## config.mk

```make
export PLATFORM = sky130hd
export DESIGN_NAME = labs_best_tracker
export DESIGN_NICKNAME = d
export VERILOG_FILES = /design/src/rtl/labs_pkg.sv /design/src/rtl/labs_hist_fifo.sv /design/src/rtl/labs_best_tracker.sv
export SDC_FILE = /design/constraint.sdc
export NUM_CORES = 1
export LEC_CHECK = 0
export ABC_AREA = 1
export CAP_MARGIN = 40
export CORE_AREA = 2 2 161 163
export CTS_CLUSTER_DIAMETER = 120
export DETAILED_ROUTE_END_ITERATION = 6
export DIE_AREA = 0 0 163 165
export PLACE_DENSITY = 0.74
export SKIP_LAST_GASP = 1
export SLEW_MARGIN = 20
export SYNTH_ARGS = -nofsm -noshare
export SYNTH_HDL_FRONTEND = slang
export SYNTH_SLANG_ARGS = --single-unit
export TNS_END_PERCENT = 100
```

## constraint.sdc

```tcl
create_clock -name wb_clk_i -period 3.7 [get_ports wb_clk_i]
set_clock_uncertainty 0.2 [all_clocks]
set_input_delay 0.925 -clock wb_clk_i [delete_from_list [all_inputs] [get_ports wb_clk_i]]
set_output_delay 0.925 -clock wb_clk_i [all_outputs]
set_load 0.03 [all_outputs]
```

## src/rtl/labs_pkg.sv

```systemverilog
// Shared definitions for the LABS best-sequence tracker.
// Holds the register map, CTRL/STATUS bit positions, reset-related widths,
// the saturating counter helpers and the parameter range check.
// The optional history FIFO is enabled with the LABS_TRACK_HIST_EN macro.
package labs_pkg;

  // Word offsets decoded from wbs_adr_i[4:2]
  typedef enum logic [2:0] {
    REG_STATUS = 3'd0,
    REG_EVALS  = 3'd1,
    REG_BEST_E = 3'd2,
    REG_SEQ_LO = 3'd3,
    REG_SEQ_HI = 3'd4,
    REG_THRESH = 3'd5,
    REG_CTRL   = 3'd6,
    REG_HIST   = 3'd7
  } reg_off_e;

  localparam int CTRL_CLEAR_BIT  = 0;
  localparam int CTRL_STOP_BIT   = 1;
  localparam int STAT_VLD_BIT    = 0;
  localparam int STAT_HIT_BIT    = 1;
  localparam int STAT_NEMPTY_BIT = 2;
  localparam int HIST_FLAG_BIT   = 31;
  localparam int HIST_DEPTH      = 4;

  localparam int TIES_W  = 16;
  localparam int EVALS_W = 32;

  localparam int SEQ_WIDTH_MIN = 33;
  localparam int SEQ_WIDTH_MAX = 64;
  localparam int E_WIDTH_MAX   = 32;

  localparam logic [3:0] WB_SEL_FULL = 4'hF;

  // Legal parameter ranges: SEQ_HI must hold 1..32 bits, energy fits one word
  function automatic bit widths_ok(input int seq_w, input int e_w);
    return (seq_w >= SEQ_WIDTH_MIN) && (seq_w <= SEQ_WIDTH_MAX) &&
           (e_w >= 1) && (e_w <= E_WIDTH_MAX);
  endfunction

  function automatic logic [EVALS_W-1:0] sat_inc_evals(input logic [EVALS_W-1:0] v);
    return (&v) ? v : v + 1'b1;
  endfunction

  function automatic logic [TIES_W-1:0] sat_inc_ties(input logic [TIES_W-1:0] v);
    return (&v) ? v : v + 1'b1;
  endfunction

endpackage

```

## src/rtl/labs_hist_fifo.sv

```systemverilog
// Four-deep history of best-energy values, oldest entry dropped when a push
// arrives while full. Only instantiated when LABS_TRACK_HIST_EN is defined.
module labs_hist_fifo #(
  parameter int W     = 20,
  parameter int DEPTH = 4
) (
  input  logic         clk_i,
  input  logic         rst_ni,
  input  logic         clr_i,
  input  logic         push_i,
  input  logic [W-1:0] data_i,
  input  logic         pop_i,
  output logic [W-1:0] head_o,
  output logic         nempty_o
);

  localparam int PW = $clog2(DEPTH);

  logic [W-1:0]  mem_q [DEPTH];
  logic [PW-1:0] rd_q, rd_d;
  logic [PW-1:0] wr_q, wr_d;
  logic [PW:0]   cnt_q, cnt_d;
  logic          full, do_pop, drop;

  assign full     = (cnt_q == (PW+1)'(DEPTH));
  assign do_pop   = pop_i && (cnt_q != '0);
  // A push into a full FIFO without a simultaneous pop evicts the oldest entry
  assign drop     = push_i && !do_pop && full;
  assign head_o   = mem_q[rd_q];
  assign nempty_o = (cnt_q != '0);

  // Pointer and occupancy next-state
  always_comb begin
    rd_d  = rd_q;
    wr_d  = wr_q;
    cnt_d = cnt_q;
    if (clr_i) begin
      rd_d  = '0;
      wr_d  = '0;
      cnt_d = '0;
    end else begin
      if (push_i)         wr_d = wr_q + 1'b1;
      if (do_pop || drop) rd_d = rd_q + 1'b1;
      if (do_pop && !push_i)                cnt_d = cnt_q - 1'b1;
      else if (push_i && !do_pop && !full)  cnt_d = cnt_q + 1'b1;
    end
  end

  // Control state: pointers and occupancy
  always_ff @(posedge clk_i or negedge rst_ni) begin
    if (!rst_ni) begin
      rd_q  <= '0;
      wr_q  <= '0;
      cnt_q <= '0;
    end else begin
      rd_q  <= rd_d;
      wr_q  <= wr_d;
      cnt_q <= cnt_d;
    end
  end

  // Storage array, validity is tracked by cnt_q so no reset is needed
  always_ff @(posedge clk_i) begin
    if (push_i) mem_q[wr_q] <= data_i;
  end

endmodule

```

## src/rtl/labs_best_tracker.sv

```systemverilog
// LABS best-sequence tracker: consumes (sequence, energy) results, keeps the
// minimum-energy sequence, tie and evaluation counts, raises a sticky
// threshold interrupt and exposes everything over a Wishbone slave.
// Optional history FIFO: define LABS_TRACK_HIST_EN.
module labs_best_tracker
  import labs_pkg::*;
#(
  parameter int          SEQ_WIDTH = 64,
  parameter int          E_WIDTH   = 20,
  parameter logic [31:0] BASE_ADDR = 32'h3000_0100
) (
  input  logic                 wb_clk_i,
  input  logic                 wb_rst_ni,
  input  logic                 wbs_stb_i,
  input  logic                 wbs_cyc_i,
  input  logic                 wbs_we_i,
  input  logic [3:0]           wbs_sel_i,
  input  logic [31:0]          wbs_adr_i,
  input  logic [31:0]          wbs_dat_i,
  output logic [31:0]          wbs_dat_o,
  output logic                 wbs_ack_o,
  input  logic                 res_valid_i,
  output logic                 res_ready_o,
  input  logic [SEQ_WIDTH-1:0] res_seq_i,
  input  logic [E_WIDTH-1:0]   res_e_i,
  output logic                 irq_o
);

  if (!widths_ok(SEQ_WIDTH, E_WIDTH)) begin : g_bad_widths
    $error("labs_best_tracker: SEQ_WIDTH must be 33..64 and E_WIDTH 1..32");
  end

  logic                 ack_q, ack_d;
  logic                 s1_vld_q, s1_vld_d;
  logic [SEQ_WIDTH-1:0] s1_seq_q;
  logic [E_WIDTH-1:0]   s1_e_q;
  logic [E_WIDTH-1:0]   best_e_q, best_e_d;
  logic [SEQ_WIDTH-1:0] best_seq_q, best_seq_d;
  logic                 best_vld_q, best_vld_d;
  logic [TIES_W-1:0]    ties_q, ties_d;
  logic [EVALS_W-1:0]   evals_q, evals_d;
  logic                 hit_q, hit_d;
  logic [E_WIDTH-1:0]   thresh_q, thresh_d;
  logic                 stop_q, stop_d;
  logic                 ready_q, ready_d;
  logic [SEQ_WIDTH-33:0] shadow_q, shadow_d;

  reg_off_e    off;
  logic        addr_match, wb_req, wb_fire, wb_rd, wb_wr;
  logic        ctrl_wr, thresh_wr, clr, shadow_ld;
  logic        xfer, improve, tie;
  logic        hist_nempty;
  logic [31:0] rd_data;
  logic        unused_bits;

  assign unused_bits = ^{wbs_adr_i[1:0], wbs_dat_i};

  // Wishbone decode: any word inside the 32-byte window is acknowledged
  assign off        = reg_off_e'(wbs_adr_i[4:2]);
  assign addr_match = (wbs_adr_i[31:5] == BASE_ADDR[31:5]);
  assign wb_req     = wbs_stb_i && wbs_cyc_i && addr_match;
  // Side effects are taken on the ack cycle, while the master still holds the request
  assign wb_fire    = ack_q && wbs_stb_i && wbs_cyc_i;
  assign wb_rd      = wb_fire && !wbs_we_i;
  assign wb_wr      = wb_fire && wbs_we_i && (wbs_sel_i == WB_SEL_FULL);
  assign ctrl_wr    = wb_wr && (off == REG_CTRL);
  assign thresh_wr  = wb_wr && (off == REG_THRESH);
  assign clr        = ctrl_wr && wbs_dat_i[CTRL_CLEAR_BIT];
  assign shadow_ld  = wb_rd && (off == REG_SEQ_LO);

  // Result stream: S1 holds the accepted sample, S2 is the compare below
  assign xfer    = res_valid_i && res_ready_o;
  assign improve = s1_vld_q && !clr && (!best_vld_q || (s1_e_q < best_e_q));
  assign tie     = s1_vld_q && !clr && best_vld_q && (s1_e_q == best_e_q);

`ifdef LABS_TRACK_HIST_EN
  logic               hist_pop;
  logic [E_WIDTH-1:0] hist_head;

  assign hist_pop = wb_rd && (off == REG_HIST);

  labs_hist_fifo #(
    .W     (E_WIDTH),
    .DEPTH (HIST_DEPTH)
  ) u_hist (
    .clk_i    (wb_clk_i),
    .rst_ni   (wb_rst_ni),
    .clr_i    (clr),
    .push_i   (improve),
    .data_i   (s1_e_q),
    .pop_i    (hist_pop),
    .head_o   (hist_head),
    .nempty_o (hist_nempty)
  );
`else
  assign hist_nempty = 1'b0;
`endif

  // Next-state for tracking, control and bus registers; clear beats any update
  always_comb begin
    ack_d      = wb_req && !ack_q;
    s1_vld_d   = xfer && !clr;
    thresh_d   = thresh_wr ? wbs_dat_i[E_WIDTH-1:0] : thresh_q;
    stop_d     = ctrl_wr ? wbs_dat_i[CTRL_STOP_BIT] : stop_q;
    shadow_d   = shadow_ld ? best_seq_q[SEQ_WIDTH-1:32] : shadow_q;
    best_e_d   = best_e_q;
    best_seq_d = best_seq_q;
    best_vld_d = best_vld_q;
    ties_d     = ties_q;
    evals_d    = evals_q;
    hit_d      = hit_q;
    if (clr) begin
      best_e_d   = '1;
      best_seq_d = '0;
      best_vld_d = 1'b0;
      ties_d     = '0;
      evals_d    = '0;
      hit_d      = 1'b0;
    end else begin
      // Hit looks at the already-updated best, so it trails the update by a cycle
      hit_d = hit_q || (best_vld_q && (best_e_q <= thresh_q));
      if (s1_vld_q) evals_d = sat_inc_evals(evals_q);
      if (improve) begin
        best_e_d   = s1_e_q;
        best_seq_d = s1_seq_q;
        best_vld_d = 1'b1;
        ties_d     = '0;
      end else if (tie) begin
        ties_d = sat_inc_ties(ties_q);
      end
    end
    ready_d = !(stop_d && hit_d);
  end

  // Register update for all control and visible state
  always_ff @(posedge wb_clk_i or negedge wb_rst_ni) begin
    if (!wb_rst_ni) begin
      ack_q      <= 1'b0;
      s1_vld_q   <= 1'b0;
      best_e_q   <= '1;
      best_seq_q <= '0;
      best_vld_q <= 1'b0;
      ties_q     <= '0;
      evals_q    <= '0;
      hit_q      <= 1'b0;
      thresh_q   <= '0;
      stop_q     <= 1'b0;
      ready_q    <= 1'b0;
      shadow_q   <= '0;
    end else begin
      ack_q      <= ack_d;
      s1_vld_q   <= s1_vld_d;
      best_e_q   <= best_e_d;
      best_seq_q <= best_seq_d;
      best_vld_q <= best_vld_d;
      ties_q     <= ties_d;
      evals_q    <= evals_d;
      hit_q      <= hit_d;
      thresh_q   <= thresh_d;
      stop_q     <= stop_d;
      ready_q    <= ready_d;
      shadow_q   <= shadow_d;
    end
  end

  // S1 sample payload, qualified by s1_vld_q
  always_ff @(posedge wb_clk_i) begin
    if (xfer) begin
      s1_seq_q <= res_seq_i;
      s1_e_q   <= res_e_i;
    end
  end

  // Read mux, driven onto the bus only during the ack cycle
  always_comb begin
    rd_data = '0;
    case (off)
      REG_STATUS: begin
        rd_data[STAT_VLD_BIT]    = best_vld_q;
        rd_data[STAT_HIT_BIT]    = hit_q;
        rd_data[STAT_NEMPTY_BIT] = hist_nempty;
      end
      REG_EVALS:  rd_data = evals_q;
      REG_BEST_E: rd_data[E_WIDTH-1:0] = best_e_q;
      REG_SEQ_LO: rd_data = best_seq_q[31:0];
      REG_SEQ_HI: rd_data[SEQ_WIDTH-33:0] = shadow_q;
      REG_THRESH: rd_data[E_WIDTH-1:0] = thresh_q;
      REG_CTRL:   rd_data[CTRL_STOP_BIT] = stop_q;
      REG_HIST: begin
`ifdef LABS_TRACK_HIST_EN
        if (hist_nempty) begin
          rd_data[HIST_FLAG_BIT]  = 1'b1;
          rd_data[E_WIDTH-1:0]    = hist_head;
        end
`endif
      end
      default: rd_data = '0;
    endcase
  end

  assign wbs_dat_o   = ack_q ? rd_data : 32'h0;
  assign wbs_ack_o   = ack_q;
  assign res_ready_o = ready_q;
  assign irq_o       = hit_q;

endmodule

```

; Word-level counts from Yosys, hierarchy flattened
; Cells that the tools add are included.
[classes]
magnitude_cmp = 2
n_addsub = 1
mux = 17
reduce_logical = 30
eq_ne = 9
div = 0
n_bitwise = 0
n_mul = 0
shift = 0
[op_table]
columns = operator, count
row1 = 32-bit two-way mux, 4
row2 = 64-bit two-way mux, 2
row3 = 17-bit one-hot mux with 5 select lines, 1
row4 = 20-bit two-way mux, 2
row5 = 12-bit one-hot mux with 3 select lines, 1
row6 = 32-bit by 1-bit adder with 32-bit output (second input constant), 1
row7 = 32-bit AND reduction, 1
row8 = 27-bit by 25-bit == test with 1-bit output (second input constant), 1
row9 = 20-bit less-or-equal comparator, 1
row10 = 20-bit less-than comparator, 1
row11 = 1-bit logical AND, 18
row12 = 3-bit == test (second input constant), 3
row13 = 1-bit one-hot mux with 7 select lines, 1
row14 = 3-bit by 2-bit == test with 1-bit output (second input constant), 2
row15 = 1-bit one-hot mux with 6 select lines, 1
row16 = 1-bit logical NOT, 5
row17 = 1-bit one-hot mux with 5 select lines, 1
row18 = 4-bit == test (second input constant), 1
row19 = 1-bit two-way mux, 4
row20 = 2-bit nonzero test, 2
row21 = 3-bit by 1-bit == test with 1-bit output (second input constant), 1
row22 = 3-bit logical NOT, 1
row23 = 1-bit logical OR, 2
row24 = 2-bit inequality test (second input constant), 1
row25 = 2-bit AND reduction, 1
[word_totals]
rom_bits = 0
in_bits = 158
latchBits = 0
ram_bits = 0
n_memories = 0
ff_bits = 258
out_inout_bits = 35

; Longest topological paths before layout
; Gate-level depths: netlist of the first run.
[depth]
word_depth = 11
ltp_mapped = 16

; Worst setup path before layout of the first run
; OpenSTA, ideal clock, no wires.
[synth_timing]
kind = input-to-reg
from = input res_valid_i
to = register s1_e_q[0], enable pin
cell_stages = 2
t_arrival_ns = 2.630
setup_time_ns = 0.439
slack_ns = 0.431
path_cell_list = nand2_1 > inv_1
[synth_via]
elab_chain_len = 1
[synth_lines]
columns = element, line_no
row1 = "start, declared", labs_best_tracker.sv:22  ; input logic res_valid_i,
row2 = 1-bit logical AND, labs_best_tracker.sv:72  ; assign xfer = res_valid_i && res_ready_o;
row3 = net xfer, labs_best_tracker.sv:51  ; logic xfer, improve, tie;
row4 = "end signal, assigned", labs_best_tracker.sv:170  ; s1_e_q <= res_e_i;
row5 = "end, declared", labs_best_tracker.sv:36  ; logic [E_WIDTH-1:0] s1_e_q;
; The timed path passes the listed nets, and every way through them passes these cells.
; A chain may end at the register's enable or synchronous reset.

; Final worst setup path of the first run
[layout_timing]
from = input wbs_adr_i[4]
to = output wbs_dat_o[23]
[layout_via]
elab_chain_len = 3
word_cells_on_any_way = 5
[layout_lines]
columns = element, line_no
row1 = "start, declared", labs_best_tracker.sv:18  ; input logic [31:0] wbs_adr_i,
row2 = 3-bit == test (tied with other cells), labs_best_tracker.sv:177  ; case (off)
row3 = 12-bit one-hot mux with 3 select lines *, labs_best_tracker.sv:177
row4 = 32-bit two-way mux *, labs_best_tracker.sv:201  ; assign wbs_dat_o = ack_q ? rd_data : 32'h0;
row5 = "end, declared", labs_best_tracker.sv:20  ; output logic [31:0] wbs_dat_o,
; Every way passes the cells marked *; elsewhere a longest branch is shown, timed or not.

==> results.json, run 1 <==
{
  "dp_hpwl_microns": 24430,
  "period_share_pct": 96.87,
  "maxCapViolations": 0,
  "power.internal_mw": 4.807,
  "r2r_setup_slack_ns": 0.88,
  "powerDensity_mw_per_mm2": 392.4,
  "yosysSeqAreaShare_pct": 55.34,
  "cts_tree": "built",
  "p_comb_share_pct": 6.7,
  "worstPathRequired_ns": 2.57,
  "synth_top_cell_by_area": "dfrtp_1",
  "synth.most_common_cell": "nand2_1",
  "synth_edf_count": 84,
  "grt_overflow": 0,
  "first_pass_iters": 5,
  "die_area_sq_mm": 0.02690,
  "rsz0062_at_grt": "false",
  "setup_viol": 0,
  "drt_wl_total_microns": 34120,
  "drv_slew": 0,
  "postLayoutCellArea_sq_mm": 0.01582,
  "nets": 1738,
  "ctsLongestPathBuffers": 3,
  "gp_congestion": 0.9356,
  "via_count": 10216,
  "area_growth_pct": 26.86,
  "htree_levels": 1,
  "fin_crit_ns": 3.584,
  "die_w_microns": 163,
  "io_buffer_count": 178,
  "whs_ns": 0.1477,
  "synth_cell_types": 36,
  "startpoint_type": "input port",
  "start_util_pct": 49.82,
  "via_per_inst": 5.402,
  "p_sw_share_pct": 22.57,
  "clk_latency_ns": 0.57,
  "antenna_found_initial": 0,
  "grt_pass1_vias": 9977,
  "post_cts_buffers": 0,
  "ys_ff_latch": 258,
  "endpoint_kind": "output port",
  "cp.arrival_ns": 2.46,
  "clkSinkCount": 258,
  "drtIter0Drc": 826,
  "synthFlopType": "dfrtp_1",
  "synth_area_leaders": "dfrtp_1, edfxtp_1, nand2_1",
  "ys_top_cells_by_count": "nand2_1, nand3_1, dfrtp_1",
  "numCtsBuffers": 28,
  "clkPwrFrac_pct": 44.1,
  "drive_gt1_share_pct": 14.41,
  "slew_headroom_pct": 55.30,
  "antenna-diode-count": 0,
  "path_class": "input port to output port",
  "grt_pass1_wl_microns": 53650,
  "final_core_util_pct": 63.19,
  "ir_worst_vdd_uv": 353.4,
  "clock.fmax_ghz": 0.2790,
  "seqPwrFrac_pct": 49.2,
  "clkTransAtPathRegs_ns": 0.05,
  "fillerInstances": 2074,
  "drcViolationCount": 0,
  "min-delay-path-class": "input port to asynchronous set/reset pin",
  "rows": 58,
  "yosys.area.top_type_share_pct": 30.90,
  "avgSynthCellArea_sq_um": 9.266,
  "hold_viol_final": 0,
  "globalRouteTotalUtil_pct": 25.87,
  "dpl_cell_area_sq_mm": 0.01482,
  "ant_nets": 0,
  "die_y_microns": 165,
  "tightest_slew_ns": 0.6705,
  "setup_tns_ns": 0,
  "cts_hold_buffers": 0,
  "syn-cell-area_sq_mm": 0.01247,
  "outcome": "complete, no violations",
  "grt_max_degree": 87,
  "synthArstFlopShare_pct": 67.44,
  "cts_root_buf": "clkbuf_16",
  "io_pins": 193,
  "crit_fanout": 12,
  "switching_power_mw": 1.401,
  "synth_nets": 1545,
  "synthCells": 1346,
  "coreArea_sq_mm": 0.02504,
  "yosys_warnings": 0,
  "p_leak_nw": 7.137,
  "wl_per_cell_microns": 18.05
}
timing repair:
item / CTS / global route
endpoints found under the hold margin: 0 / 0
pin swaps: 4 / 2
gates resized for setup: 15 / 8
endpoints found under the setup margin: 32 / 5
sequential cells by signal, summed over array words and instances (netlist names):
| register | count |
|---|---|
| best_seq_q | 64 |
| s1_seq_q | 64 |
| evals_q | 32 |
| shadow_q | 32 |
| best_e_q | 20 |
| s1_e_q | 20 |
| thresh_q | 20 |
| best_vld_q | 1 |
| irq_o | 1 |
| res_ready_o | 1 |
| s1_vld_q | 1 |
| stop_q | 1 |
| wbs_ack_o | 1 |
power groups by stage:
stage	registers [mW]	logic, mW	clock network, mW
3_5_place_dp	3.11	0.406	0
3_3_place_gp	3.10	0.394	0
6_report	3.05	0.415	2.74
5_1_grt	3.06	0.461	2.91
2_1_floorplan	3.09	0.143	0
4_1_cts	3.05	0.412	2.79
cells by family after synthesis:
| logic type | synth area share (%) |
|---|---|
| buffers and inverters | 6.079 |
| AND/OR/NAND/NOR | 22.12 |
| flip-flops | 55.34 |
| multiplexers | 4.605 |
| AO/OA/AOI/OAI | 6.340 |
| XOR/XNOR | 1.405 |
| adder cells (fa/ha/maj) | 4.113 |
stage by stage:
step,std cells,power [mW],worst slack [ns]
floorplan,1346,3.232,0.4310
global placement,1838,3.498,-0.08864
detailed placement,1838,3.511,-0.09890
CTS,1890,6.252,0.1591
global route,1891,6.430,0.01475
finish,1891,6.208,0.1157
cell usage in the layout, fill, tap and decap left out, types with 3 or more instances in the layout:
cell type,Yosys,layout
nand3_2,0,3
o21ai_0,51,50
ha_1,41,41
a221oi_1,17,15
buf_12,0,12
inv_1,125,120
o22ai_1,12,12
dfrtp_1,154,154
clkdlybuf4s50_1,0,142
nor4_1,5,5
a211oi_1,9,7
nand3_1,174,171
clkbuf_1,34,4
nand2_1,345,343
edfxtp_1,84,84
nand4_1,7,7
xor2_1,20,20
nor3_1,15,15
mux2_2,51,51
a31oi_1,4,3
clkinv_2,0,10
clkbuf_16,0,28
a21oi_1,25,24
inv_2,1,6
a41oi_1,4,3
buf_4,4,66
nor2_1,105,104
clkbuf_8,0,5
dfstp_2,20,20
path summary, 6_finish.rpt:
kind | end | from | depth (start not counted)
setup / recovery | wbs_dat_o[23] | wbs_adr_i[4] | 9
hold / removal | evals_q[14]$_DFFE_PN0P_ | wb_rst_ni | 2
setup reg to reg | best_seq_q[46]$_DFFE_PN0P_ | best_e_q[15]$_DFFE_PN1P_ | 10
hold reg to reg | best_seq_q[42]$_DFFE_PN0P_ | s1_seq_q[42]$_DFFE_PP_ | 2
max in group asynchronous | best_e_q[14]$_DFFE_PN1P_ | wb_rst_ni | 3
min in group wb_clk_i | best_seq_q[42]$_DFFE_PN0P_ | s1_seq_q[42]$_DFFE_PP_ | 2
layer usage:
layer / global-route usage (%) / share of wire [%]
met1: 36.48 / 43
met3: 4.068 / 8.6
met2: 41.18 / 45
met5: 0 / 0
met4: 8.648 / 3.3
worst max-delay path: stages:
cell and delay (ns):
dlygate4sd2_1 0.28, buf_4 0.16, nand2_1 0.13, inv_2 0.07, buf_4 0.16, buf_12 0.14, a221oi_1 0.33, nor2_1 0.07
buf_4 0.18
layout make-up:
| class | instances | area, sq um | share of cell area, % |
|---|---|---|---|
| Sequential cell | 258 | 6902 | 43.62 |
| Tap cell | 330 | 412.9 | 2.610 |
| Clock inverter | 15 | 135.1 | 0.8541 |
| Timing Repair Buffer | 226 | 2230 | 14.09 |
| Clock buffer | 37 | 784.5 | 4.958 |
| Multi-Input combinational cell | 897 | 4875 | 30.81 |
| Inverter | 128 | 483.0 | 3.053 |
(Power assumes the default switching activity.)
==> inputs of run 2 (changes only) <==
Settings changed: CORE_AREA 2 2 161 163 to 2 2 180 182, DIE_AREA 0 0 163 165 to 0 0 182 184, PLACE_DENSITY 0.74 to unset.
==> run 2 against run 1 <==
Sequential power barely moved. Final area rose by 1.7%. Register-to-register slack got worse by 0.09 ns. Worst setup slack got worse by 0.049 ns. Flip-flop and latch count did not move. Combinational power fell by 4%. Total power rose by 3.8%. Utilization fell by 12 points. Die area rose by 25%. Worst hold slack got worse by 0.0032 ns. Fmax fell by 1.4%. Wire length rose by 2.7%. Critical path type unchanged. Largest cell class unchanged.
==> results.json, run 2 (same netlist as run 1, synthesis figures left out) <==
{
  "outcome": "complete, no violations",
  "cp.arrival_ns": 2.51,
  "htree_levels": 1,
  "wl_per_cell_microns": 17.79,
  "io_pins": 193,
  "switching_power_mw": 1.441,
  "p_leak_nw": 7.206,
  "drt_wl_total_microns": 35030,
  "drive_gt1_share_pct": 13.98,
  "hold_viol_final": 0,
  "path_class": "input port to output port",
  "final_common_cell": "nand2_1",
  "power.internal_mw": 5.004,
  "dp.cells": 1915,
  "endpoint_kind": "output port",
  "setup_viol": 0,
  "clkPwrFrac_pct": 46.4,
  "grt_pass1_wl_microns": 55770,
  "fin_crit_ns": 3.634,
  "period_share_pct": 98.21,
  "postLayoutCellArea_sq_mm": 0.01609,
  "final_cell_mix": "nand2_1, nand3_1, dfrtp_1",
  "grt_max_degree": 72,
  "slew_headroom_pct": 56.39,
  "antenna-diode-count": 0,
  "worstPathRequired_ns": 2.57,
  "cp-startpoint": "wbs_adr_i[3]",
  "tightest_slew_ns": 0.6541,
  "cts_root_buf": "clkbuf_16",
  "p_sw_share_pct": 22.36,
  "dp_hpwl_microns": 25460,
  "nets": 1743,
  "grt_pass1_vias": 10104,
  "die_w_microns": 182,
  "drv_slew": 0,
  "drcViolationCount": 0,
  "ctsLongestPathBuffers": 3,
  "clkTransAtPathRegs_ns": 0.06,
  "numCtsBuffers": 29,
  "io_buffer_count": 178,
  "grt_overflow": 0,
  "area_growth_pct": 28.98,
  "fin_cells": 1969,
  "via_count": 10059,
  "clkSinkCount": 258,
  "coreArea_sq_mm": 0.03139,
  "reg2reg_from": "best_e_q[19]$_DFFE_PN1P_",
  "drtIter0Drc": 736,
  "ant_nets": 0,
  "cts_hold_buffers": 0,
  "rows": 65,
  "p_comb_share_pct": 6.2,
  "min-delay-path-class": "input port to asynchronous set/reset pin",
  "ir_worst_vdd_uv": 360.6,
  "cts_tree": "built",
  "globalRouteTotalUtil_pct": 21.29,
  "regArea_sq_mm": 0.006902,
  "multi_input_area_sq_mm": 0.004835,
  "startpoint_type": "input port",
  "die_y_microns": 184,
  "dpl_cell_area_sq_mm": 0.01507,
  "start_util_pct": 39.73,
  "reg.largest.list": "best_seq_q: 64 flops, s1_seq_q: 64 flops",
  "via_per_inst": 5.109,
  "crit_fanout": 10,
  "first_pass_iters": 5,
  "fillerInstances": 2903,
  "gp_congestion": 0.8989,
  "die_area_sq_mm": 0.03349,
  "rsz0062_at_grt": "false",
  "maxCapViolations": 0,
  "antenna_found_initial": 0,
  "clock.fmax_ghz": 0.2752,
  "powerDensity_mw_per_mm2": 400.6,
  "clk_latency_ns": 0.57,
  "seqPwrFrac_pct": 47.4
}
==> run 2: critical path, stage by stage <==
cell	delay (ns)
dlygate4sd2_1	0.29
inv_1	0.11
nand3_2	0.12
buf_4	0.17
buf_4	0.18
o22ai_1	0.22
a211oi_1	0.08
nor2_1	0.19
buf_4	0.20
==> run 2: path summary, 6_finish.rpt <==
kind                            cells after the start                          to  slack [ns]
max in group asynchronous                           2     best_e_q[6]$_DFFE_PN1P_        2.32
worst max-delay path                                9                wbs_dat_o[2]        0.07
min in group wb_clk_i                               2  best_seq_q[35]$_DFFE_PN0P_        0.26
worst min register to register                      2  best_seq_q[35]$_DFFE_PN0P_        0.26
worst min-delay path                                1      evals_q[8]$_DFFE_PN0P_        0.14
worst max register to register                     14     best_e_q[6]$_DFFE_PN1P_        0.79
==> run 2: power groups by stage <==
| stage | combinational, mW | sequential (mW) | clock (mW) |
|---|---|---|---|
| 2_1_floorplan | 0.143 | 3.09 | 0 |
| 3_3_place_gp | 0.394 | 3.10 | 0 |
| 3_5_place_dp | 0.401 | 3.10 | 0 |
| 4_1_cts | 0.404 | 3.05 | 3.05 |
| 5_1_grt | 0.451 | 3.06 | 3.16 |
| 6_report | 0.399 | 3.05 | 2.99 |
==> run 2: per-stage QoR <==
step / util, % / power (mW) / hold WS (ns) / worst slack, ns / TNS [ns]
2_1_floorplan: - / 3.232 / 0.2557 / 0.4310 / 0
3_3_place_gp: 47.86 / 3.498 / 0.2646 / -0.2064 / -3.260
4_1_cts: 51.24 / 6.507 / 0.1557 / 0.07429 / 0
6_report: 51.24 / 6.444 / 0.1445 / 0.06636 / 0
5_1_grt: 51.24 / 6.671 / 0.1839 / 0.007661 / 0
3_5_place_dp: 48.01 / 3.505 / 0.2670 / -0.2080 / -4.063
==> run 2: routing by layer <==
metal	vias up	GRT usage, %	part of all wire (%)
met5	-	0	0
met4	0	6.355	2.8
met3	58	3.942	6.6
met2	314	32.18	43
met1	4781	31.18	48
li1	4906	-	-
==> run 2: timing repair <==
item	CTS	global route
gates resized for setup	8	1
pin swaps	1	1
setup buffers	0	0
endpoints found under the setup margin	32	2
==> run 2: area by class of cell <==
type,instances,area share (%)
inverters,128,3.010
well taps,402,3.127
multi-input cells,897,30.05
repair buffers,230,14.67
clock buffers,41,5.374
flip-flops and latches,258,42.90
clock inverters,13,0.8633
